File: config.mk
export PLATFORM = sky130hd
export DESIGN_NAME = bundle3_fifo_responder
export DESIGN_NICKNAME = d
export VERILOG_FILES = /design/src/rtl/bundle3_pkg.sv /design/src/rtl/bundle3_fifo_mem.sv /design/src/rtl/bundle3_fifo_responder.sv
export SDC_FILE = /design/constraint.sdc
export NUM_CORES = 1
export LEC_CHECK = 0
export CAP_MARGIN = 15
export CORE_UTILIZATION = 46
export CTS_CLUSTER_DIAMETER = 80
export CTS_CLUSTER_SIZE = 20
export DETAILED_ROUTE_END_ITERATION = 7
export GPL_TIMING_DRIVEN = 1
export PLACE_DENSITY = 0.74
export SYNTH_ARGS = -nofsm -noshare
export SYNTH_HDL_FRONTEND = slang
export SYNTH_SLANG_ARGS = --single-unit
export TNS_END_PERCENT = 5
File: constraint.sdc
create_clock -name clk -period 2.2 [get_ports clk]
set_input_delay 0.22 -clock clk [delete_from_list [all_inputs] [get_ports clk]]
set_output_delay 0.22 -clock clk [all_outputs]
set_load 0.005 [all_outputs]
File: src/rtl/bundle3_pkg.sv
// bundle3_pkg: shared opcode/state types and bundle width for the bundle3 FIFO responder
package bundle3_pkg;
  localparam int BUNDLE_W = 3;
  typedef enum logic [1:0] {OP_NOP, OP_PUSH, OP_POP, OP_CLEAR} op_e;
  typedef enum logic [1:0] {ST_IDLE, ST_ACK, ST_WAIT_LOW} state_e;
endpackage

File: src/rtl/bundle3_fifo_mem.sv
// bundle3_fifo_mem: DEPTH x BUNDLE_W FIFO storage with pointers, count, pop-data register and flags
module bundle3_fifo_mem
  import bundle3_pkg::*;
#(
  parameter int DEPTH = 4
) (
  input  logic                clk,
  input  logic                rst,
  input  logic                push_i,
  input  logic                pop_i,
  input  logic                clr_i,
  input  logic [BUNDLE_W-1:0] wdata_i,
  output logic [BUNDLE_W-1:0] rdata_o,
  output logic                full_o,
  output logic                empty_o
);
  localparam int PTR_W = $clog2(DEPTH);
  logic [BUNDLE_W-1:0] mem_q [DEPTH];
  logic [PTR_W-1:0] wr_q, wr_d, rd_q, rd_d;
  logic [PTR_W:0] cnt_q, cnt_d;
  logic [BUNDLE_W-1:0] rdata_q, rdata_d;
  logic do_push, do_pop;
  assign full_o  = cnt_q == (PTR_W+1)'(DEPTH);
  assign empty_o = cnt_q == '0;
  assign do_push = push_i && !full_o;
  assign do_pop  = pop_i && !empty_o;
  assign rdata_o = rdata_q;
  // next pointers/count; rejected pushes/pops leave everything untouched, clear keeps pop data
  always_comb begin
    wr_d    = clr_i ? '0 : do_push ? wr_q + 1'b1 : wr_q;
    rd_d    = clr_i ? '0 : do_pop ? rd_q + 1'b1 : rd_q;
    cnt_d   = clr_i ? '0 : do_push ? cnt_q + 1'b1 : do_pop ? cnt_q - 1'b1 : cnt_q;
    rdata_d = do_pop ? mem_q[rd_q] : rdata_q;
  end
  // control state registers
  always_ff @(posedge clk) begin
    if (rst) begin
      wr_q    <= '0;
      rd_q    <= '0;
      cnt_q   <= '0;
      rdata_q <= '0;
    end else begin
      wr_q    <= wr_d;
      rd_q    <= rd_d;
      cnt_q   <= cnt_d;
      rdata_q <= rdata_d;
    end
  end
  // storage array needs no reset: only entries behind the count are ever read
  always_ff @(posedge clk) begin
    if (do_push) mem_q[wr_q] <= wdata_i;
  end
endmodule

File: src/rtl/bundle3_fifo_responder.sv
// bundle3_fifo_responder: 4-phase bundle responder around a small FIFO; BUNDLE3_ERR_EN adds sticky err port
module bundle3_fifo_responder
  import bundle3_pkg::*;
#(
  parameter int DEPTH = 4
) (
  input  logic clk,
  input  logic rst,
`ifdef BUNDLE3_ERR_EN
  output logic err,
`endif
  input  logic A_0_2,
  input  logic A_0_1,
  input  logic A_0_0,
  input  logic C_0_2,
  input  logic C_0_1,
  input  logic C_0_0,
  output logic B_0_2,
  output logic B_0_1,
  output logic B_0_0,
  output logic D_0_2,
  output logic D_0_1,
  output logic D_0_0
);
  state_e state_q, state_d;
  op_e op;
  logic go, push, pop, clr, full, empty;
  logic [BUNDLE_W-1:0] rdata;
  assign op    = op_e'({A_0_1, A_0_0});
  assign go    = state_q == ST_IDLE && A_0_2;
  assign push  = go && op == OP_PUSH;
  assign pop   = go && op == OP_POP;
  assign clr   = go && op == OP_CLEAR;
  assign B_0_2 = state_q == ST_ACK;
  assign B_0_1 = full;
  assign B_0_0 = empty;
  assign {D_0_2, D_0_1, D_0_0} = rdata;
  // handshake sequencing: one-cycle ack, then wait for the requester to release
  always_comb begin
    state_d = state_q;
    state_d = state_q == ST_IDLE ? (A_0_2 ? ST_ACK : ST_IDLE) :
              state_q == ST_ACK  ? ST_WAIT_LOW :
              (A_0_2 ? ST_WAIT_LOW : ST_IDLE);
  end
  // state register; a request still high during reset must be released before it counts
  always_ff @(posedge clk) begin
    if (rst) state_q <= A_0_2 ? ST_WAIT_LOW : ST_IDLE;
    else state_q <= state_d;
  end
`ifdef BUNDLE3_ERR_EN
  logic err_q, err_d;
  assign err = err_q;
  // sticky overflow/underflow flag, cleared only by reset or CLEAR
  always_comb begin
    err_d = err_q;
    err_d = clr ? 1'b0 : err_q | (push && full) | (pop && empty);
  end
  // error register
  always_ff @(posedge clk) begin
    if (rst) err_q <= 1'b0;
    else err_q <= err_d;
  end
`endif
  bundle3_fifo_mem #(.DEPTH(DEPTH)) u_mem (
    .clk     (clk),
    .rst     (rst),
    .push_i  (push),
    .pop_i   (pop),
    .clr_i   (clr),
    .wdata_i ({C_0_2, C_0_1, C_0_0}),
    .rdata_o (rdata),
    .full_o  (full),
    .empty_o (empty)
  );
endmodule
After elaboration in Yosys (flattened, before gate mapping)
Memories as Yosys holds them, arrays and structs flattened. A register that Yosys moved wholly into a read port is not among the register bits.
Cells that the tools add are included.

cells by class
  add/sub/neg operators = 4
  equal/unequal tests = 5
  mux-type cells = 9
  reduce and logical (&&, ||, !) cells = 12

operators by type and width
  kind                   number
  $mux W2                4
  $logic_and A1 B1 Y1    6
  $mux W3                2
  $add A2 B1 Y2 const B  2
  $eq A2 B1 Y1 const B   2
  $eq A2 B2 Y1 const B   2
  $add A3 B1 Y3 const B  1
  $eq A3 B3 Y1 const B   1
  $logic_not A3 Y1       1
  $mux W1                3
  $sub A3 B1 Y3 const B  1
  $logic_not A1 Y1       2
  $logic_not A2 Y1       1
  $reduce_bool A2 Y1     1
  $reduce_or A2 Y1       1

word-level totals
  flip-flop bits (word level) = 9
  RAM bits = 12
  input port bits = 8
  output and inout bits = 6
  word-level logic and storage cells = 35
  memories kept = 1

memories
  memory       depth  width  read ports  clocked after Yosys merged registers in  write ports  RTL line                source
  u_mem.mem_q  4      3      1           1                                        1            bundle3_fifo_mem.sv:18  logic [BUNDLE_W-1:0] mem_q [DEPTH];

Logic depth before layout (Yosys ltp)
Gate-level depths: netlist of run 1.

  word-level depth = 6
  gate-level depth with buffers = 9
  mapped depth without buffers = 8

By module
Synthesis of run 1 repeated with hierarchy kept, for this count alone.

second synthesis, totals
  cells, all modules = 84
  area total of the unflattened synthesis = 1088.5 µm²

by module, submodules not included
  module                  times used  cells each  area an instance (µm²)  seq. area each (µm²)
  bundle3_fifo_mem        1           73          980.9                   560.5
  bundle3_fifo_responder  1           11          107.6                   40.0

Worst setup path before layout of run 1
No wires, ideal clock.

  path type = reg-to-reg
  start = register state_q[1]
  end = register u_mem.cnt_q[2]
  library setup time = 0.070 ns
  arrival = 2.368 ns
  data required time = 2.130 ns
  path slack = -0.238 ns
  stages on the path, launching flop included = 9
  buffers on the path = 1
  period minus slack after synthesis = 2.438 ns
  cells stage by stage = dfxtp_1 -> or3b_1 -> buf_6 -> nor3_4 -> inv_1 -> fa_1 -> o32a_1 -> or3_1 -> a21oi_1

between the ends
  longest elaborated chain between the ends = 5
  elaborated cells on any way between the ends = 10
  classes of those cells = 1 x mux; 9 x reduce/logical

RTL lines
  element                                        RTL line                                                    source
  start, declared                                bundle3_fifo_responder.sv:25                                state_e state_q, state_d;
  start signal, assigned                         bundle3_fifo_responder.sv:47                                if (rst) state_q <= A_0_2 ? ST_WAIT_LOW : ST_IDLE;
  start signal, assigned                         bundle3_fifo_responder.sv:48                                else state_q <= state_d;
  $logic_not A2 Y1 *                             bundle3_fifo_responder.sv:30                                assign go = state_q == ST_IDLE && A_0_2;
  $logic_and A1 B1 Y1 *                          bundle3_fifo_responder.sv:30
  $logic_and A1 B1 Y1, on equally long branches  bundle3_fifo_responder.sv:31, bundle3_fifo_responder.sv:32
  $logic_and A1 B1 Y1, on equally long branches  bundle3_fifo_mem.sv:25, bundle3_fifo_mem.sv:26
  $mux W3 or $reduce_bool A2 Y1 (tied branches)  --
  end signal, assigned                           bundle3_fifo_mem.sv:45                                      cnt_q <= cnt_d;
  end, declared                                  bundle3_fifo_mem.sv:20                                      logic [PTR_W:0] cnt_q, cnt_d;

Every way passes the cells marked *; elsewhere a longest branch is shown, timed or not.
A chain may end at the register's enable or synchronous reset.

Worst setup path in the final report of run 1
  start = input A_0_2
  end = register u_mem.cnt_q[2]

between the ends
  longest elaborated chain between the ends = 4
  elaborated cells on any way between the ends = 9
  classes of those cells = 1 x mux; 8 x reduce/logical

RTL lines
  element                                        RTL line                                                    source
  start, declared                                bundle3_fifo_responder.sv:12                                input logic A_0_2,
  $logic_and A1 B1 Y1 *                          bundle3_fifo_responder.sv:30
  $logic_and A1 B1 Y1, on equally long branches  bundle3_fifo_responder.sv:31, bundle3_fifo_responder.sv:32
  $logic_and A1 B1 Y1, on equally long branches  bundle3_fifo_mem.sv:25, bundle3_fifo_mem.sv:26
  $mux W3 or $reduce_bool A2 Y1 (tied branches)  --

Marked as above.

==> results of run 1 <==
-- cells in the final DEF (no fill, tap or decap) --
master           count
or3b_4               1
ha_1                 4
nand3b_1             2
clkbuf_4             3
inv_1                3
o22a_1               1
mux4_2               3
nor3_2               1
o21ai_0              3
dfxtp_1             12
clkdlybuf4s50_1     13
nor2_1               9
inv_2                1
nor4_2               1
or3_1                2
bufinv_16            1
nand2b_1             2
xnor2_1              3
nor3_4               2
mux2i_1              4
and2b_2              1
buf_4                4
a21oi_1              3
edfxtp_1            12
fa_2                 1
nor3b_2              1
mux2_2               1
nor3b_1              1
o32a_1               1
and2_1               4
a31o_2               1
-- final cells by class --
type / instances / area (µm²) / share of cell area, %
Clock inverter: 1 / 30.0 / 2.25
Tap cell: 28 / 35.0 / 2.63
Multi-Input combinational cell: 52 / 469 / 35.2
Clock buffer: 3 / 22.5 / 1.69
Sequential cell: 24 / 601 / 45.1
Inverter: 4 / 15.0 / 1.13
Timing Repair Buffer: 17 / 160 / 12.0
-- path summary, 6_finish.rpt --
path                         start          endpoint  slack [ns]
hold / removal    u_mem.rdata_o[0]  u_mem.rdata_o[0]        0.52
setup reg to reg        state_q[0]    u_mem.cnt_q[2]        0.11
hold reg to reg   u_mem.rdata_o[0]  u_mem.rdata_o[0]        0.52
setup / recovery             A_0_2    u_mem.cnt_q[2]        0.09
-- power by group --
group	internal, mW	switching [mW]	total [mW]
registers	0.477	0.00824	0.485
clock network	0.184	0.134	0.318
logic	0.0439	0.0374	0.0813
-- state kept, by name, indices dropped and copies added, names as in the netlist --
signal / count
u_mem.mem_q: 12
u_mem.cnt_q: 3
u_mem.rdata_o: 3
state_q: 2
u_mem.rd_q: 2
u_mem.wr_q: 2
-- cell families (layout without fill, tap and decap cells) --
group                      count (synthesis)  in the layout
muxes                                      8              8
and+or+nand+nor                           27             27
xor gates and xnor gates                   3              3
adders and majority gates                  5              5
DFF                                       24             24
buffers and inverters                      6             25
AOI/OAI and AO/OA                          9              9
-- repair_timing --
item                                   CTS  global route
resized for setup                        0             1
setup buffers                            0             0
endpoints found under the hold margin    0             0
setup endpoints to repair                0             1
-- tightest hold or removal path, cell delays in order, from the launching register on --
cell and delay [ns]:
dfxtp_1 0.35, mux2i_1 0.06, nor2_1 0.08
-- metal layers --
layer  GRT usage (%)  vias up
li1                -      333
met1            19.8      341
met2            26.4       11
met3            2.68        5
met4            12.5        0
met5               0        -
-- through the flow --
step                      hold slack (ns)  util, %  instance area (µm²)  setup WS, ns
final                               0.519     59.7                 1330        0.0868
after global routing                0.510     59.7                 1330       0.00583
after CTS                           0.515     59.6                 1330        0.0711
after detailed placement            0.493     57.2                 1280        -0.262
after global placement              0.472     57.2                 1280        -0.211
after floorplan                     0.292        -                 1100        0.0166
==> metrics list, run 1 <==
* Sort of element at the start of the critical path: input port
- At the worst endpoint, the required time is 2.46 ns.
- Core ar.: 0.00223 mm²
- CTS Root Buffer Type: clkbuf_4
- The first global-routing pass estimated 2900 µm of wire.
- After detailed routing, the number of remaining DRC violations is 0.
- Clock Pin Slew Worst Setup and Hold Paths: 0.12 ns
* Buffer depth of the longest clock path: 2
- For this block, the initial DRC count from the detailed router was 9.
- Summed over all cells, the static leakage comes to 0.448 nW.
* Final Hold Fails: 0
- Worst setup skew after layout: 0.00525 ns
- Num CTS Buffers: 3
* Cell types with the highest counts after synthesis: dfxtp_1, edfxtp_1, nor2_1
* Total number of H-tree levels: 1
- Upper clock frequency limit: 473 MHz
* Count of max-cap constraint violations: 0
- The worst setup path is captured at a flop.
- The number of antenna diodes in the final layout is 0.
* Synth top area share: 32.9%
- Counting the fill cells in the layout gives 201.
* Number of logic stages on the critical path including buffering: 8
- Input and output buffers added on the ports amount to 13.
- The netlist uses 28 different library cells.
- Share of the cycle needed by the critical path after routing: 96.1%
- In the final routed layout, each cell accounts on average for 13.7 µm.
- Clock insertion delay at the later pin of the skew report: 0.32 ns
- TritonCTS built the clock tree.
- Result of the run: finished, final reports clean
* Die W: 50.8 µm
- In the global route stage, overall resource usage came out at 16.5%.
- Post-synthesis xor/xnor area fraction: 2.40%
- The synthesized design spends more area on one cell type than any other, namely edfxtp_1.
- WL met1: 763 µm
- Wires add up to 1760 µm.
* Sequential area share after synthesis: 54.8%
- Adding up every negative setup slack in the final design gives 0 ns.
- The final layout contains 115 nets.
* Post-route antenna net violation count: 0
* Initial antenna violation count: 0
* Starting density of the core: 49.1%
* Die Height: 50.8 µm
- The number of nets in the synthesized netlist is 95.
- Top Ports: 14
- Highest metal layer used by the detailed router: met4
* Cell depth of the worst hold path: 2
- Yosys Warn Count: 0
- The smallest clock period supported by the final layout is computed as 2.11 ns.
* Endpoint arrival time on the critical path: 2.37 ns
- Synth top area cells: edfxtp_1, dfxtp_1, mux4_2
- For this design, the sink count on the clock tree is 24.
- Simple-gate share of the synthesized area: 17.5%
- Slew Viols, Final: 0
- Longest individual stage delay on the worst path: 0.49 ns
- The first TritonRoute pass finished after 3 iterations.
* Max_slew headroom: 66.1%
* Via density per instance: 5.35
- In this run, synthesis produced a sequential element count of 24.
- Via count: 690
- Max VDD drop: 0.459 mV
- Maximum number of pins on one net before global-route repair: 15
- After synthesis, the share of flip-flops with an asynchronous set or reset is 0%.
- Worst hold path type: reg2reg
* Number of enable flip-flop cells after synthesis: 12
- Chain of cells forming the critical path: clkdlybuf4s50_1 -> or3b_4 -> nor3_4 -> inv_2 -> fa_2 -> o32a_1 -> or3_1 -> a21oi_1
* Layout cell share with drive strength beyond 1: 21.8%
* Multiplexer share of the synthesized area: 10.8%
- Synthesis produced a netlist whose cell count is 82.
* Cell count after placement: 125
* Worst Tran Pin Value: 0.505 ns
- The floorplan has 17 rows.
* Grt total ovfl: 0
* Final setup violation count: 0
- Setup repair after global routing left no endpoint under its margin.
- After Yosys synthesis, full adders, half adders and majority gates account for 6.39% of the synthesized area.
* Combinational family with the most area after synthesis: simple AND/OR/NAND/NOR gates
* Critical path buffer and inverter count: 2
- The slowest stage of the critical path belongs to the cell clkdlybuf4s50_1.
- Amount of wire on met3 after detailed routing: 54 µm
- In the synthesized netlist the dominant register cell turns out to be edfxtp_1.
* Reg2Reg Depth: 7
- The average instance in the mapped netlist occupies 13.4 µm².
- Summed instance area of the synthesized netlist: 0.00110 mm²
- The number of global-route vias before repair was 646.
* DPL Wire Length: 1320 µm
- Cell type group with the largest total delay on the critical path: simple AND/OR/NAND/NOR gates
- In this run the worst path has a maximum fanout of 3.
- In this run, post-CTS hold repair placed 0 buffers.
* Post-synthesis compound-gate area fraction: 5.25%
- Power density of the placed cells: 664 mW/mm²
* Floorplan die area: 0.00258 mm²
* Final GP Congestion: 0.734
* Critical path start-end classification: in2reg
* Detail Route met2 WL: 893 µm
- Area growth from synthesis to layout: 21.6%
- PnR Total Power: 884 µW
- The count of cells in the finished layout, fillers not included, comes to 129.
(Power assumes the default switching activity.)
==> inputs of run 2 (changes only) <==
--- a/config.mk
+++ b/config.mk
@@ -14,5 +14,6 @@
 export PLACE_DENSITY = 0.74
 export SYNTH_ARGS = -nofsm -noshare
 export SYNTH_HDL_FRONTEND = slang
+export SYNTH_HIERARCHICAL = 1
 export SYNTH_SLANG_ARGS = --single-unit
 export TNS_END_PERCENT = 5
==> metrics list, run 2 <==
- Result of the run: finished, final reports clean
* Syn Area/Cell: 13.0 µm² (-3.0%)
* Number of fillers in the final layout: 202 (+0.50%)
- Commonest non-fill, non-tap cell in the layout: clkdlybuf4s50_1
- Proportion of total power due to net switching: 21.5% (+1.2 points)
- In this run the worst hold path is classified as reg2reg.
- The clock-pin slew on the worst setup and hold paths is 0.13 ns (about the same).
* Total routing usage reported by global routing: 15.3% (-1.2 points)
- Ant. Diodes: 0 (unchanged)
- Starting density of the core: 49.2% (+0.13 points)
- Clock sinks: 24 (unchanged)
* Standard cell with the maximum stage delay on the critical path: clkdlybuf4s50_1
- The post-place instance area was 0.00128 mm² (+0.20%).
* Endpoint arrival time on the critical path: 1.82 ns (-0.55 ns)
- edfxtp_1 takes more of the synthesized area than any other cell.
* Max reg flops: 12 (unchanged)
* Clock insertion delay at the later pin of the skew report: 0.30 ns (-0.02 ns)
* Core ar.: 0.00221 mm² (-0.95%)
- The most used flip-flop cell after synthesis is edfxtp_1.
- The count of maximum capacitance violations was 0 (unchanged).
- The number of buffers on the longest clock path is 2 (unchanged).
- The tree is rooted in a clkbuf_4.
- Yosys Warn Count: 6 (+6)
- The total grt overflow was 0 (unchanged).
- Routed wire length per instance: 13.0 µm (-4.7%)
- The final critical delay including setup and external delays is 2.04 ns (-0.0718 ns).
- Required time at the worst-slack endpoint: 1.98 ns (-0.48 ns)
- The global-route wire length before repair is 2860 µm (-1.2%).
* Crit. End Element: output port
- The post-CTS setup buffer count is 0 (unchanged).
- Number of register bits inferred by synthesis: 24 (unchanged)
* Portion of total power attributed to sequential cells: 65.5% (+11 points)
- Share of the cycle needed by the critical path after routing: 92.8% (-3.3 points)
- The height of the die came to 50.6 µm (-0.33%).
* Crit Path Max Fanout: 9 (+6)
* Critical path start-end classification: reg2out
* Chain of cells forming the critical path: or3b_1 -> buf_4 -> inv_1 -> clkdlybuf4s50_1
- The total number of placement rows is 17 (unchanged).
- The pin count of the biggest net entering global routing is 14 (-1).
* Leakage power: 0.501 nW (+12%)
- Synth top area share: 33.1% (+0.23 points)
* Nets@finish: 118 (+2.6%)
* Area growth from synthesis to layout: 20.6%
- Max_slew headroom: 79.7% (+14 points)
- The gate count of the mapped netlist was 84 (+2.4%).
- Via density per instance: 5.05 (-5.7%)
- Sort of element at the start of the critical path: flop
- Top library cells by usage in the layout, fill and taps aside: clkdlybuf4s50_1, dfxtp_1, edfxtp_1
* Power density of the placed cells: 565 mW/mm² (-15%)
- Total nets after synthesis: 97 (+2.1%)
- Via count: 666 (-3.5%)
- The worst IR drop on VDD was 0.345 mV (-25%).
- Most flops, register: u_mem/mem_q
- The actual transition at the worst max-transition pin is 0.303 ns (-0.202 ns).
- Slew Viols, Final: 0 (unchanged)
- Cell types with the highest counts after synthesis: dfxtp_1, edfxtp_1, nor2_1
- The switching power came to 159 µW (-11%).
- Critical path buffer and inverter count: 3 (+1)
* Sequential area share after synthesis: 55.2% (+0.38 points)
- Synth unique cells: 27 (-3.6%)
* DR pass1 iterations: 4 (+1)
- Layout cell share with drive strength beyond 1: 26.0% (+4.2 points)
* Cell type group with the largest total delay on the critical path: buffers and inverters
- The number of global-route vias before repair came to 657 (+1.7%).
* Logic pwr share: 8.9% (-0.3 points)
* Share of synthesized registers carrying an async set or reset: 0% (unchanged)
- The final cell count without fillers came to 132 (+2.3%).
- The detailed-placement wirelength estimate was 1320 µm (about the same).
- The starting DRC count in detailed routing came to 9 (unchanged).
* Initial antenna violation count: 0 (unchanged)
* Final Hold Fails: 0 (unchanged)
* Synth top area cells: edfxtp_1, dfxtp_1, mux4_2
- Setup repair after global routing missed its margin: no
- Final GP Congestion: 0.748 (+2.0%)
* Total number of H-tree levels: 1 (unchanged)
- The number of buffers inserted by port buffering is 13 (unchanged).
* Internal cell power: 582 µW (-17%)
- Top Ports: 14 (unchanged)
- The critical path's largest stage delay came to 0.49 ns (about the same).
- Summed negative setup slack over all endpoints: 0 ns (unchanged)
- Final setup violation count: 0 (unchanged)
- The number of buffers created by CTS came to 3 (unchanged).
* Summed instance area of the synthesized netlist: 0.00109 mm² (-0.68%)
- Wirelength, routed: 1720 µm (-2.4%)
* Number of enable flip-flop cells after synthesis: 12 (unchanged)
- The instance count after placement with tap cells included is 128 (+2.4%).
- The part of the total power dissipated in the clock network came to 25.5% (-10 points).
- The post-route cell area was 0.00131 mm² (-1.5%).
- Worst setup skew after layout: 0.00367 ns (-0.00158 ns)
- The antenna violation net count after detailed routing came to 0 (unchanged).
- The total die area came to 0.00256 mm² (-0.67%).
* Die W: 50.6 µm (-0.33%)
- TritonCTS built the clock tree.
* Upper clock frequency limit: 490 MHz (+3.5%)
- Number of remaining DRC errors: 0 (unchanged)
-- run 2: cell count changes after synthesis, moves of 2 or more --
cell,before,now
and2_1,4,0
nand2b_1,2,0
nor3_4,2,0
a21oi_1,3,1
clkbuf_1,0,2
nand2_1,0,3
nand3b_1,2,0
and3_2,0,5
or3_1,2,0
o21ai_0,3,1
nor2_1,9,11
nor3_1,0,2
-- run 2: final timing paths --
path / slack, ns / endpoint / depth (start not counted) / startpoint
worst max register to register: 0.23 / u_mem/cnt_q[2] / 7 / state_q[1]
worst max-delay path: 0.16 / B_0_1 / 4 / u_mem/cnt_q[2]
worst min register to register: 0.51 / u_mem/wr_q[1] / 2 / u_mem/wr_q[1]
worst min-delay path: 0.51 / u_mem/wr_q[1] / 2 / u_mem/wr_q[1]
-- run 2: cells by family after synthesis --
logic type / synth area share, %
AND/OR/NAND/NOR: 16.3
XOR/XNOR: 3.22
AO/OA/AOI/OAI: 4.48
flip-flops: 55.2
buffers and inverters: 3.10
multiplexers: 12.0
adder cells (fa/ha/maj): 5.75
-- run 2: area by class of cell --
class | instances | area [µm²] | area share [%]
inverters | 4 | 15.0 | 1.14
multi-input cells | 53 | 460 | 35.1
repair buffers | 19 | 175 | 13.3
clock buffers | 3 | 22.5 | 1.72
flip-flops and latches | 24 | 601 | 45.8
well taps | 28 | 35.0 | 2.67
clock inverters | 1 | 3.75 | 0.286
-- run 2: per-stage QoR --
step	worst slack [ns]	hold WS (ns)	util (%)	total power [mW]
2_1_floorplan	0.0943	0.292	-	0.527
3_3_place_gp	-0.0954	0.476	57.9	0.560
3_5_place_dp	-0.184	0.491	57.9	0.561
4_1_cts	0.139	0.509	59.0	0.749
5_1_grt	0.0596	0.523	59.3	0.774
6_report	0.159	0.509	59.3	0.742
-- run 2: worst reg2reg max path: stages, from the launching register on --
cell	delay, ns
dfxtp_1	0.37
nor4_2	0.33
nand2_1	0.12
mux2_2	0.28
ha_1	0.20
a2111oi_2	0.31
o21ai_0	0.11
nor3b_2	0.16
-- run 2: power by group through the flow --
stage                     Combinational [mW]  Clock (mW)  Sequential [mW]
after floorplan                       0.0333           0            0.494
after detailed placement              0.0660           0            0.495
final                                 0.0663       0.189            0.486
after global routing                  0.0728       0.214            0.487
after CTS                             0.0662       0.197            0.485
after global placement                0.0647           0            0.495
-- run 2: timing repair --
action	4_1_cts	5_1_grt
hold endpoints to repair	0	0
hold buffers	0	0
gates resized for setup	0	1
setup endpoints to repair	0	1
-- run 2: metal layers --
layer  global-route usage, %  vias to the layer above  share of wire (%)
li1                        -                      341                  -
met4                    6.94                        0               0.81
met5                       0                        -                  0
met1                    18.3                      315                 47
met2                    26.4                        8                 49
met3                    2.73                        2                3.3
